==> src/rtl/alu_share_ctrl_pkg.sv <==
// Shared definitions for the ALU sharing controller: ALU op codes, FSM state
// encoding and datapath width.
package alu_share_ctrl_pkg;

  localparam int WORD_SIZE = 16;

  localparam logic [3:0] OP_ADD = 4'b0000;
  localparam logic [3:0] OP_SUB = 4'b0001;
  localparam logic [3:0] OP_AND = 4'b0010;
  localparam logic [3:0] OP_ORR = 4'b0011;
  localparam logic [3:0] OP_NOT = 4'b0100;
  localparam logic [3:0] OP_TCP = 4'b0101;
  localparam logic [3:0] OP_SHL = 4'b0110;
  localparam logic [3:0] OP_SHR = 4'b0111;
  localparam logic [3:0] OP_LHI = 4'b1000;
  localparam logic [3:0] OP_WWD = 4'b1101;
  localparam logic [3:0] OP_HLT = 4'b1111;

  localparam logic [1:0] ST_IDLE  = 2'd0;
  localparam logic [1:0] ST_ISSUE = 2'd1;
  localparam logic [1:0] ST_RESP  = 2'd2;
  localparam logic [1:0] ST_HALT  = 2'd3;

  function automatic logic [1:0] id_onehot(input logic id);
    return id ? 2'b10 : 2'b01;
  endfunction

endpackage

==> src/rtl/alu_share_ctrl_arb.sv <==
// Two-way round-robin grant: a lone requester wins outright, a tie goes to
// the requester named by rr_ptr. Purely combinational.
module rr_arb2 (
  input  logic [1:0] req_valid,
  input  logic       rr_ptr,
  output logic       any_valid,
  output logic       gnt_id
);

  always_comb begin
    any_valid = |req_valid;
    gnt_id    = (req_valid == 2'b11) ? rr_ptr : req_valid[1];
  end

endmodule

==> src/rtl/alu_share_ctrl.sv <==
// Time-shares one external ALU between the EX stage (id 0) and the branch unit
// (id 1); owns the WWD output port and the sticky halted state.
module alu_share_ctrl
  import alu_share_ctrl_pkg::*;
#(
  parameter int WORD_SIZE  = alu_share_ctrl_pkg::WORD_SIZE,
  parameter int SETTLE_CYC = 1
) (
  input  logic                 clk,
  input  logic                 reset_n,
  input  logic [1:0]           req_valid,
  output logic [1:0]           req_ready,
  input  logic [3:0]           req_op0,
  input  logic [3:0]           req_op1,
  input  logic [WORD_SIZE-1:0] req_a0,
  input  logic [WORD_SIZE-1:0] req_a1,
  input  logic [WORD_SIZE-1:0] req_b0,
  input  logic [WORD_SIZE-1:0] req_b1,
  output logic [WORD_SIZE-1:0] alu_a,
  output logic [WORD_SIZE-1:0] alu_b,
  output logic [3:0]           alu_ctrl,
  input  logic [WORD_SIZE-1:0] alu_c,
  output logic                 rsp_valid,
  output logic                 rsp_id,
  output logic [WORD_SIZE-1:0] rsp_data,
  input  logic                 rsp_ready,
  output logic [WORD_SIZE-1:0] output_port,
  output logic                 is_halted
);

  localparam logic [3:0] SETTLE_LAST = 4'(SETTLE_CYC - 1);

  logic [1:0] state;
  logic       rr_ptr;
  logic       cur_id;
  logic [3:0] settle_cnt;
  logic       any_valid;
  logic       gnt_id;

  rr_arb2 u_arb (
    .req_valid (req_valid),
    .rr_ptr    (rr_ptr),
    .any_valid (any_valid),
    .gnt_id    (gnt_id)
  );

  // The accept strobe is only offered while idle, so a grant and the operand
  // capture always happen on the same edge.
  always_comb begin
    req_ready = 2'b00;
    if (state == ST_IDLE && any_valid) begin
      req_ready = id_onehot(gnt_id);
    end
  end

  always_ff @(posedge clk or negedge reset_n) begin
    if (!reset_n) begin
      state       <= ST_IDLE;
      rr_ptr      <= 1'b0;
      cur_id      <= 1'b0;
      settle_cnt  <= 4'd0;
      alu_a       <= '0;
      alu_b       <= '0;
      alu_ctrl    <= OP_ADD;
      rsp_valid   <= 1'b0;
      rsp_id      <= 1'b0;
      rsp_data    <= '0;
      output_port <= '0;
      is_halted   <= 1'b0;
    end else begin
      case (state)
        ST_IDLE: begin
          if (any_valid) begin
            alu_a      <= gnt_id ? req_a1 : req_a0;
            alu_b      <= gnt_id ? req_b1 : req_b0;
            alu_ctrl   <= gnt_id ? req_op1 : req_op0;
            cur_id     <= gnt_id;
            rr_ptr     <= ~gnt_id;
            settle_cnt <= 4'd0;
            state      <= ST_ISSUE;
          end
        end
        ST_ISSUE: begin
          // ALU inputs have been stable for SETTLE_CYC cycles once the counter
          // reaches its last value; alu_c is trusted only then.
          if (settle_cnt == SETTLE_LAST) begin
            settle_cnt <= 4'd0;
            rsp_valid  <= 1'b1;
            rsp_id     <= cur_id;
            state      <= ST_RESP;
            case (alu_ctrl)
              OP_WWD: begin
                output_port <= alu_a;
                rsp_data    <= alu_a;
              end
              OP_HLT: begin
                is_halted <= 1'b1;
                rsp_data  <= '0;
              end
              default: rsp_data <= alu_c;
            endcase
          end else begin
            settle_cnt <= settle_cnt + 4'd1;
          end
        end
        ST_RESP: begin
          if (rsp_ready) begin
            rsp_valid <= 1'b0;
            state     <= is_halted ? ST_HALT : ST_IDLE;
          end
        end
        ST_HALT: begin
          state <= ST_HALT;
        end
        default: state <= ST_IDLE;
      endcase
    end
  end

endmodule
==> config.mk <==
export PLATFORM = sky130hd
export DESIGN_NAME = alu_share_ctrl
export DESIGN_NICKNAME = d
export VERILOG_FILES = /design/src/rtl/alu_share_ctrl_pkg.sv /design/src/rtl/alu_share_ctrl_arb.sv /design/src/rtl/alu_share_ctrl.sv
export SDC_FILE = /design/constraint.sdc
export NUM_CORES = 1
export LEC_CHECK = 0
export BUFFER_PORTS_ARGS = -buffer_cell sky130_fd_sc_hd__buf_2
export CAP_MARGIN = 20
export CORE_ASPECT_RATIO = 0.6
export CORE_UTILIZATION = 35
export CTS_BUF_LIST = sky130_fd_sc_hd__clkbuf_4 sky130_fd_sc_hd__clkbuf_8
export DETAILED_ROUTE_END_ITERATION = 10
export PLACE_DENSITY = 0.71
export SYNTH_ARGS = -nofsm -noshare
export SYNTH_HDL_FRONTEND = slang
export SYNTH_SLANG_ARGS = --single-unit
==> constraint.sdc <==
create_clock -name clk -period 2.4 [get_ports clk]
set_clock_uncertainty 0.1 [all_clocks]
set_input_delay 0.24 -clock clk [delete_from_list [all_inputs] [get_ports clk]]
set_output_delay 0.24 -clock clk [all_outputs]
set_load 0.1 [all_outputs]
==> flow_metrics.py, run 1 <==
metrics = {
    "global_route": {
        "first_global_vias": 3233,
        "overflow": 0,
        "antenna_found_initial": 0,
        "grt.total_usage": 0.206,
        "grt_max_degree": 54,
        "grt_pass1_wl_mm": 17.1,
    },
    "sta": {
        "hold_viol": 0,
        "max_freq_mhz": 432,
        "setup_viol": 0,
        "worst_slew_margin_rel": 0.548,
        "fin_setup_tns_ps": 0,
        "period_share": 0.964,
        "worst_pin_slew_ps": 678,
        "slew_violations": 0,
        "period_needed_ps": 2310,
        "rsz0062_at_grt": "no",
    },
    "job": {
        "cap_viol_max_count": 0,
    },
    "finish": {
        "n_fill_cell": 883,
        "final_cell_mix": "buf_2 (162), dfrtp_1 (76), mux2_2 (39)",
        "final_common_cell": "buf_2",
        "drive_gt1_frac": 0.524,
        "finalNetCount": 573,
        "final_area_um2": 5210,
        "diodes": 0,
        "area_growth_pct": 40.6,
        "fin_cells": 618,
    },
    "logic_synthesis": {
        "synth_top_area_share": 0.534,
        "async_flop_share": 1.00,
        "syn-cell-area_um2": 3700,
        "synth.net_count": 381,
        "synth_seq_area_share": 0.534,
        "synth_top_family_by_area": "compound AO/OA/AOI/OAI gates",
        "yosysWarningCount": 0,
        "synth-edff-count": 0,
        "synth.distinct_cells": 34,
        "synthAdderAreaFrac": 0.00675,
        "yosys.area_share.xor_xnor": 0,
        "ys_ff_latch": 79,
        "avgSynthCellArea_um2": 13.0,
        "synth_compound_area_frac": 0.201,
        "synth.area.mux_share": 0.159,
        "synth.area.top_cells": "dfrtp_1 (53%), mux2_2 (12%), a221o_1 (9.7%)",
        "ys.flop_type": "dfrtp_1",
        "yosys.area.top_type": "dfrtp_1",
        "synth-simple-area-share": 0.0628,
        "syn_inst": 286,
    },
    "worst_setup_path": {
        "crit_start": "state[0]$_DFFE_PN0P_",
        "crit_required_ps": 2540,
        "reg2reg_slack_ps": 90,
        "end_kind": "register",
        "cpMaxStageDelayCell": "dlygate4sd3_1",
        "path_max_fanout": 26,
        "cp.arrival_ps": 2450,
        "start_kind": "register",
        "endpoint": "alu_b[4]$_DFFE_PN0P_",
        "crit_type": "register to register",
        "r2r-start": "state[0]$_DFFE_PN0P_",
        "worstPathCellList": "nor2_2 > and3_1 > buf_4 > buf_8 > a221o_1 > dlygate4sd3_1",
        "cpPeakStageDelay_ps": 560,
        "reg2regPathDepth": 6,
        "rr_endpoint": "alu_b[4]$_DFFE_PN0P_",
    },
    "clock_network": {
        "root_buffer": "clkbuf_8",
        "cts_sinks": 79,
        "post_cts_buffers": 0,
        "cts-buffers-inserted": 9,
        "cts_buffer_depth": 2,
        "cts_tree": "yes",
        "cts-htree-levels": 3,
        "clk_pin_slew_ps": 80,
        "insertion_delay_ps": 350,
    },
    "min_path": {
        "hold_path.class": "input port to register",
    },
    "routing": {
        "avgViaCountPerCell": 5.23,
        "dr_total_vias": 3232,
        "firstDrtPassIters": 4,
        "wire_per_inst_um": 17.6,
        "drc": 0,
        "drtAntennaViolNets": 0,
        "drt_iter0_drc": 106,
        "routed_wl_mm": 10.9,
    },
    "floorplan": {
        "pin_count": 166,
        "die_x_um": 135,
        "die_area_um2": 11000,
        "core_area_um2": 10100,
        "start_util": 0.368,
        "rows": 28,
        "die_h_um": 81.7,
    },
    "place": {
        "gp_congestion": 0.877,
        "dp.cells": 577,
        "dp_hpwl_mm": 7.63,
        "place_area_um2": 4750,
        "portBuffers": 165,
    },
    "run_status": {
        "status": "finished clean",
    },
}
-- metrics by stage --
| stage | hold WS [ps] | util | setup WS, ps |
|---|---|---|---|
| floorplan | -156 | - | 36.3 |
| global placement | 222 | 0.472 | 212 |
| detailed placement | 229 | 0.472 | 159 |
| CTS | 0.501 | 0.516 | 62.6 |
| global route | 0.737 | 0.518 | 5.56 |
| finish | 18.1 | 0.518 | 87.6 |
-- kinds of logic (layout without fill, tap and decap cells) --
logic type	Yosys count	after routing
buffers and inverters	29	226
muxes	49	49
and+or+nand+nor	37	37
adders and majority gates	2	2
DFF	79	79
AOI/OAI and AO/OA	90	90
-- worst min-delay path by stage --
| stage | cells past startpoint | startpoint | end |
|---|---|---|---|
| 2_1_floorplan | 0 | reset_n | alu_a[0]$_DFFE_PN0P_ |
| 3_3_place_gp | 1 | reset_n | alu_b[12]$_DFFE_PN0P_ |
| 3_5_place_dp | 1 | reset_n | output_port[1]$_DFFE_PN0P_ |
| 4_1_cts | 2 | req_a0[9] | alu_a[9]$_DFFE_PN0P_ |
| 5_1_grt | 2 | req_a0[5] | alu_a[5]$_DFFE_PN0P_ |
| 6_report | 2 | req_a1[0] | alu_a[0]$_DFFE_PN0P_ |
-- what timing repair did --
action | 4_1_cts | 5_1_grt
hold buffers | 24 | 1
setup endpoints to repair | 0 | 4
gates resized for setup | 0 | 2
endpoints found under the hold margin | 65 | 1
-- metal layers --
metal / routed length [um] / up-vias / part of all wire / GRT usage
met1: 5030 / 1621 / 0.46 / 0.264
li1: - / 1464 / - / -
met3: 764 / 10 / 0.070 / 0.0623
met2: 5010 / 137 / 0.46 / 0.344
met5: 0 / - / 0 / 0
met4: 85 / 0 / 0.0078 / 0.0506
-- cells in the mapped netlist, drive strengths merged (2+ instances only) --
cell type and instances:
mux2 49, o21ai 6, a31oi 3, inv 4
nor2b 17, clkbuf 15, a221o 36, and3 3
buf 10, ha 2, nor2 4, nand2b 3
nand2 4, a21oi 2, a21o 2, dfrtp 79
a21boi 36
-- registers in the layout, indices dropped and copies added (netlist names) --
register     count
state            2
cur_id           1
alu_ctrl         4
rsp_data        16
alu_b           16
is_halted        1
settle_cnt       4
rr_ptr           1
output_port     16
rsp_id           1
alu_a           16
rsp_valid        1
-- area by class of cell --
class,count,area (um^2),area share
well taps,135,169,0.0324
inverters,4,15.0,0.00288
multi-input cells,178,1590,0.306
repair buffers,206,1250,0.240
clock buffers,11,145,0.0279
clock inverters,5,57.6,0.0110
flip-flops and latches,79,1980,0.380
-- worst max-delay path, delay by kind of cell (launching register included) --
family          cells  cell delay [ps]
compound gates      1              310
buf+inv             3              950
flops               1              540
simple gates        2              300
Power of run 1 is left out: the tool's default activity adds up to more than one toggle a clock period on the data nets, which glitch-free logic cannot reach.
==> run 2: changes to the inputs <==
--- a/config.mk
+++ b/config.mk
@@ -11,7 +11,7 @@
 export CORE_UTILIZATION = 35
 export CTS_BUF_LIST = sky130_fd_sc_hd__clkbuf_4 sky130_fd_sc_hd__clkbuf_8
 export DETAILED_ROUTE_END_ITERATION = 10
-export PLACE_DENSITY = 0.71
+export SLEW_MARGIN = 20
 export SYNTH_ARGS = -nofsm -noshare
 export SYNTH_HDL_FRONTEND = slang
 export SYNTH_SLANG_ARGS = --single-unit
==> constraint.sdc (replaced) <==
create_clock -name clk -period 1.9 [get_ports clk]
set_clock_uncertainty 0.1 [all_clocks]
set_input_delay 0.19 -clock clk [delete_from_list [all_inputs] [get_ports clk]]
set_output_delay 0.19 -clock clk [all_outputs]
set_load 0.1 [all_outputs]
==> run 2 against run 1 <==
  * The run now ends with setup timing left
  * Cell count increased by 11%
  * Sequential share of layout area shrank 5.0 points
  * Register-to-register slack got worse by 260 ps
  * Fmax is 11% higher
  * First-iteration DRC count rose by 62%
  * Non-clock buffer count up 66
  * Final area rose by 16%
  * Count of clock-buffer cells in the layout is 1 higher
  * Flip-flop and latch count unchanged
  * Via count up 8.6%
  * Die area unchanged
==> flow_metrics.py, run 2 (same netlist as run 1, synthesis figures left out) <==
metrics = {
    "run_status": {
        "status": "finished, violations left",
        "violations": "setup timing",
    },
    "clock_network": {
        "root_buffer": "clkbuf_8",
        "insertion_delay_ps": 360,
        "cts-htree-levels": 3,
        "cts_sinks": 79,
        "cts_buffer_depth": 2,
        "clk_pin_slew_ps": 70,
        "cts-buffers-inserted": 9,
        "cts_tree": "yes",
    },
    "worst_setup_path": {
        "r2r-start": "settle_cnt[1]$_DFFE_PN0P_",
        "rr_endpoint": "output_port[9]$_DFFE_PN0P_",
        "reg2reg_slack_ps": -180,
        "end_kind": "register",
        "reg2regPathDepth": 7,
        "path_max_fanout": 5,
        "crit_type": "register to register",
        "cp.arrival_ps": 2220,
        "start_kind": "register",
        "crit_required_ps": 2040,
    },
    "global_route": {
        "gr-usage-met1": 0.309,
        "first_global_vias": 3604,
        "grt_use_met2": 0.377,
        "busiest_layer": "met2",
        "antenna_found_initial": 0,
        "overflow": 0,
        "grt.total_usage": 0.235,
        "grt_pass1_wl_mm": 19.1,
        "met3_usage": 0.0593,
        "grt_max_degree": 67,
    },
    "sta": {
        "holdWs_ps": 85.0,
        "worst_slack_ps": -177,
        "period_needed_ps": 2080,
        "period_share": 1.09,
        "worst_slew_margin_rel": 0.658,
        "setup_viol": 33,
        "fin_setup_tns_ps": -3810,
        "slew_violations": 0,
        "worst_pin_slew_ps": 517,
        "rsz0062_at_grt": "yes",
        "hold_viol": 0,
        "max_freq_mhz": 481,
    },
    "routing": {
        "dr_total_vias": 3511,
        "routed_wl_mm": 12.4,
        "avgViaCountPerCell": 5.13,
        "drt_iter0_drc": 172,
        "wire_per_inst_um": 18.1,
        "drtAntennaViolNets": 0,
        "drc": 0,
        "firstDrtPassIters": 4,
    },
    "finish": {
        "final_area_um2": 6030,
        "n_fill_cell": 810,
        "diodes": 0,
        "finalNetCount": 639,
        "final_common_cell": "buf_2",
        "area_growth_pct": 62.7,
        "final_cell_mix": "buf_2 (162), dfrtp_1 (75), dlygate4sd3_1 (73)",
        "fin_cells": 684,
        "drive_gt1_frac": 0.508,
    },
    "place": {
        "gp_congestion": 0.789,
        "place_area_um2": 4860,
        "dp.cells": 582,
        "portBuffers": 165,
        "dp_hpwl_mm": 7.64,
    },
    "floorplan": {
        "die_x_um": 135,
        "core_area_um2": 10100,
        "die_h_um": 81.7,
        "rows": 28,
        "pin_count": 166,
        "start_util": 0.368,
        "die_area_um2": 11000,
    },
    "job": {
        "cap_viol_max_count": 0,
    },
    "min_path": {
        "hold_path.class": "input port to register",
        "holdPathStages": 4,
        "min_to": "rsp_valid$_DFFE_PN0P_",
        "hold_start": "rsp_ready",
    },
}
run 2: what timing repair did:
item | in CTS | in global routing
pin swaps | 0 | 5
gates resized for setup | 11 | 9
endpoints found under the hold margin | 115 | 0
cloned | 2 | 1
hold buffers | 73 | 0
setup buffers | 5 | 5
endpoints found under the setup margin | 35 | 36
run 2: metal layers:
layer	up-vias	wire (um)
met3	21	872
met1	1729	5810
met5	-	0
met4	0	207
met2	164	5480
li1	1597	-
run 2: layout make-up:
type                            instances  area (um^2)  share of cell area
Clock buffer                           12          146              0.0243
Timing Repair Buffer                  272         2000               0.332
Inverter                                4         15.0             0.00249
Clock inverter                          4         47.5             0.00789
Sequential cell                        79         1990               0.330
Tap cell                              135          169              0.0280
Multi-Input combinational cell        178         1660               0.276
run 2: stage by stage:
step / setup slack (ps) / util
floorplan: -326 / -
finish: -177 / 0.599
global placement: -203 / 0.483
detailed placement: -247 / 0.483
CTS: -216 / 0.589
global route: -221 / 0.599
run 2: critical path, stage by stage, from the launching register on:
cell	delay [ps]
dfrtp_1	390
inv_2	80
ha_4	120
or3b_4	400
nor4b_4	270
buf_6	160
clkbuf_16	150
mux2_4	290
run 2: worst max-delay path by stage:
stage	start	endpoint	cells past startpoint
2_1_floorplan	settle_cnt[0]$_DFFE_PN0P_	output_port[10]$_DFFE_PN0P_	7
3_3_place_gp	settle_cnt[1]$_DFFE_PN0P_	output_port[2]$_DFFE_PN0P_	6
3_5_place_dp	settle_cnt[1]$_DFFE_PN0P_	output_port[14]$_DFFE_PN0P_	6
4_1_cts	settle_cnt[0]$_DFFE_PN0P_	output_port[15]$_DFFE_PN0P_	6
5_1_grt	settle_cnt[1]$_DFFE_PN0P_	output_port[0]$_DFFE_PN0P_	7
6_report	settle_cnt[1]$_DFFE_PN0P_	output_port[9]$_DFFE_PN0P_	7
Power of run 2 is left out for the same reason.
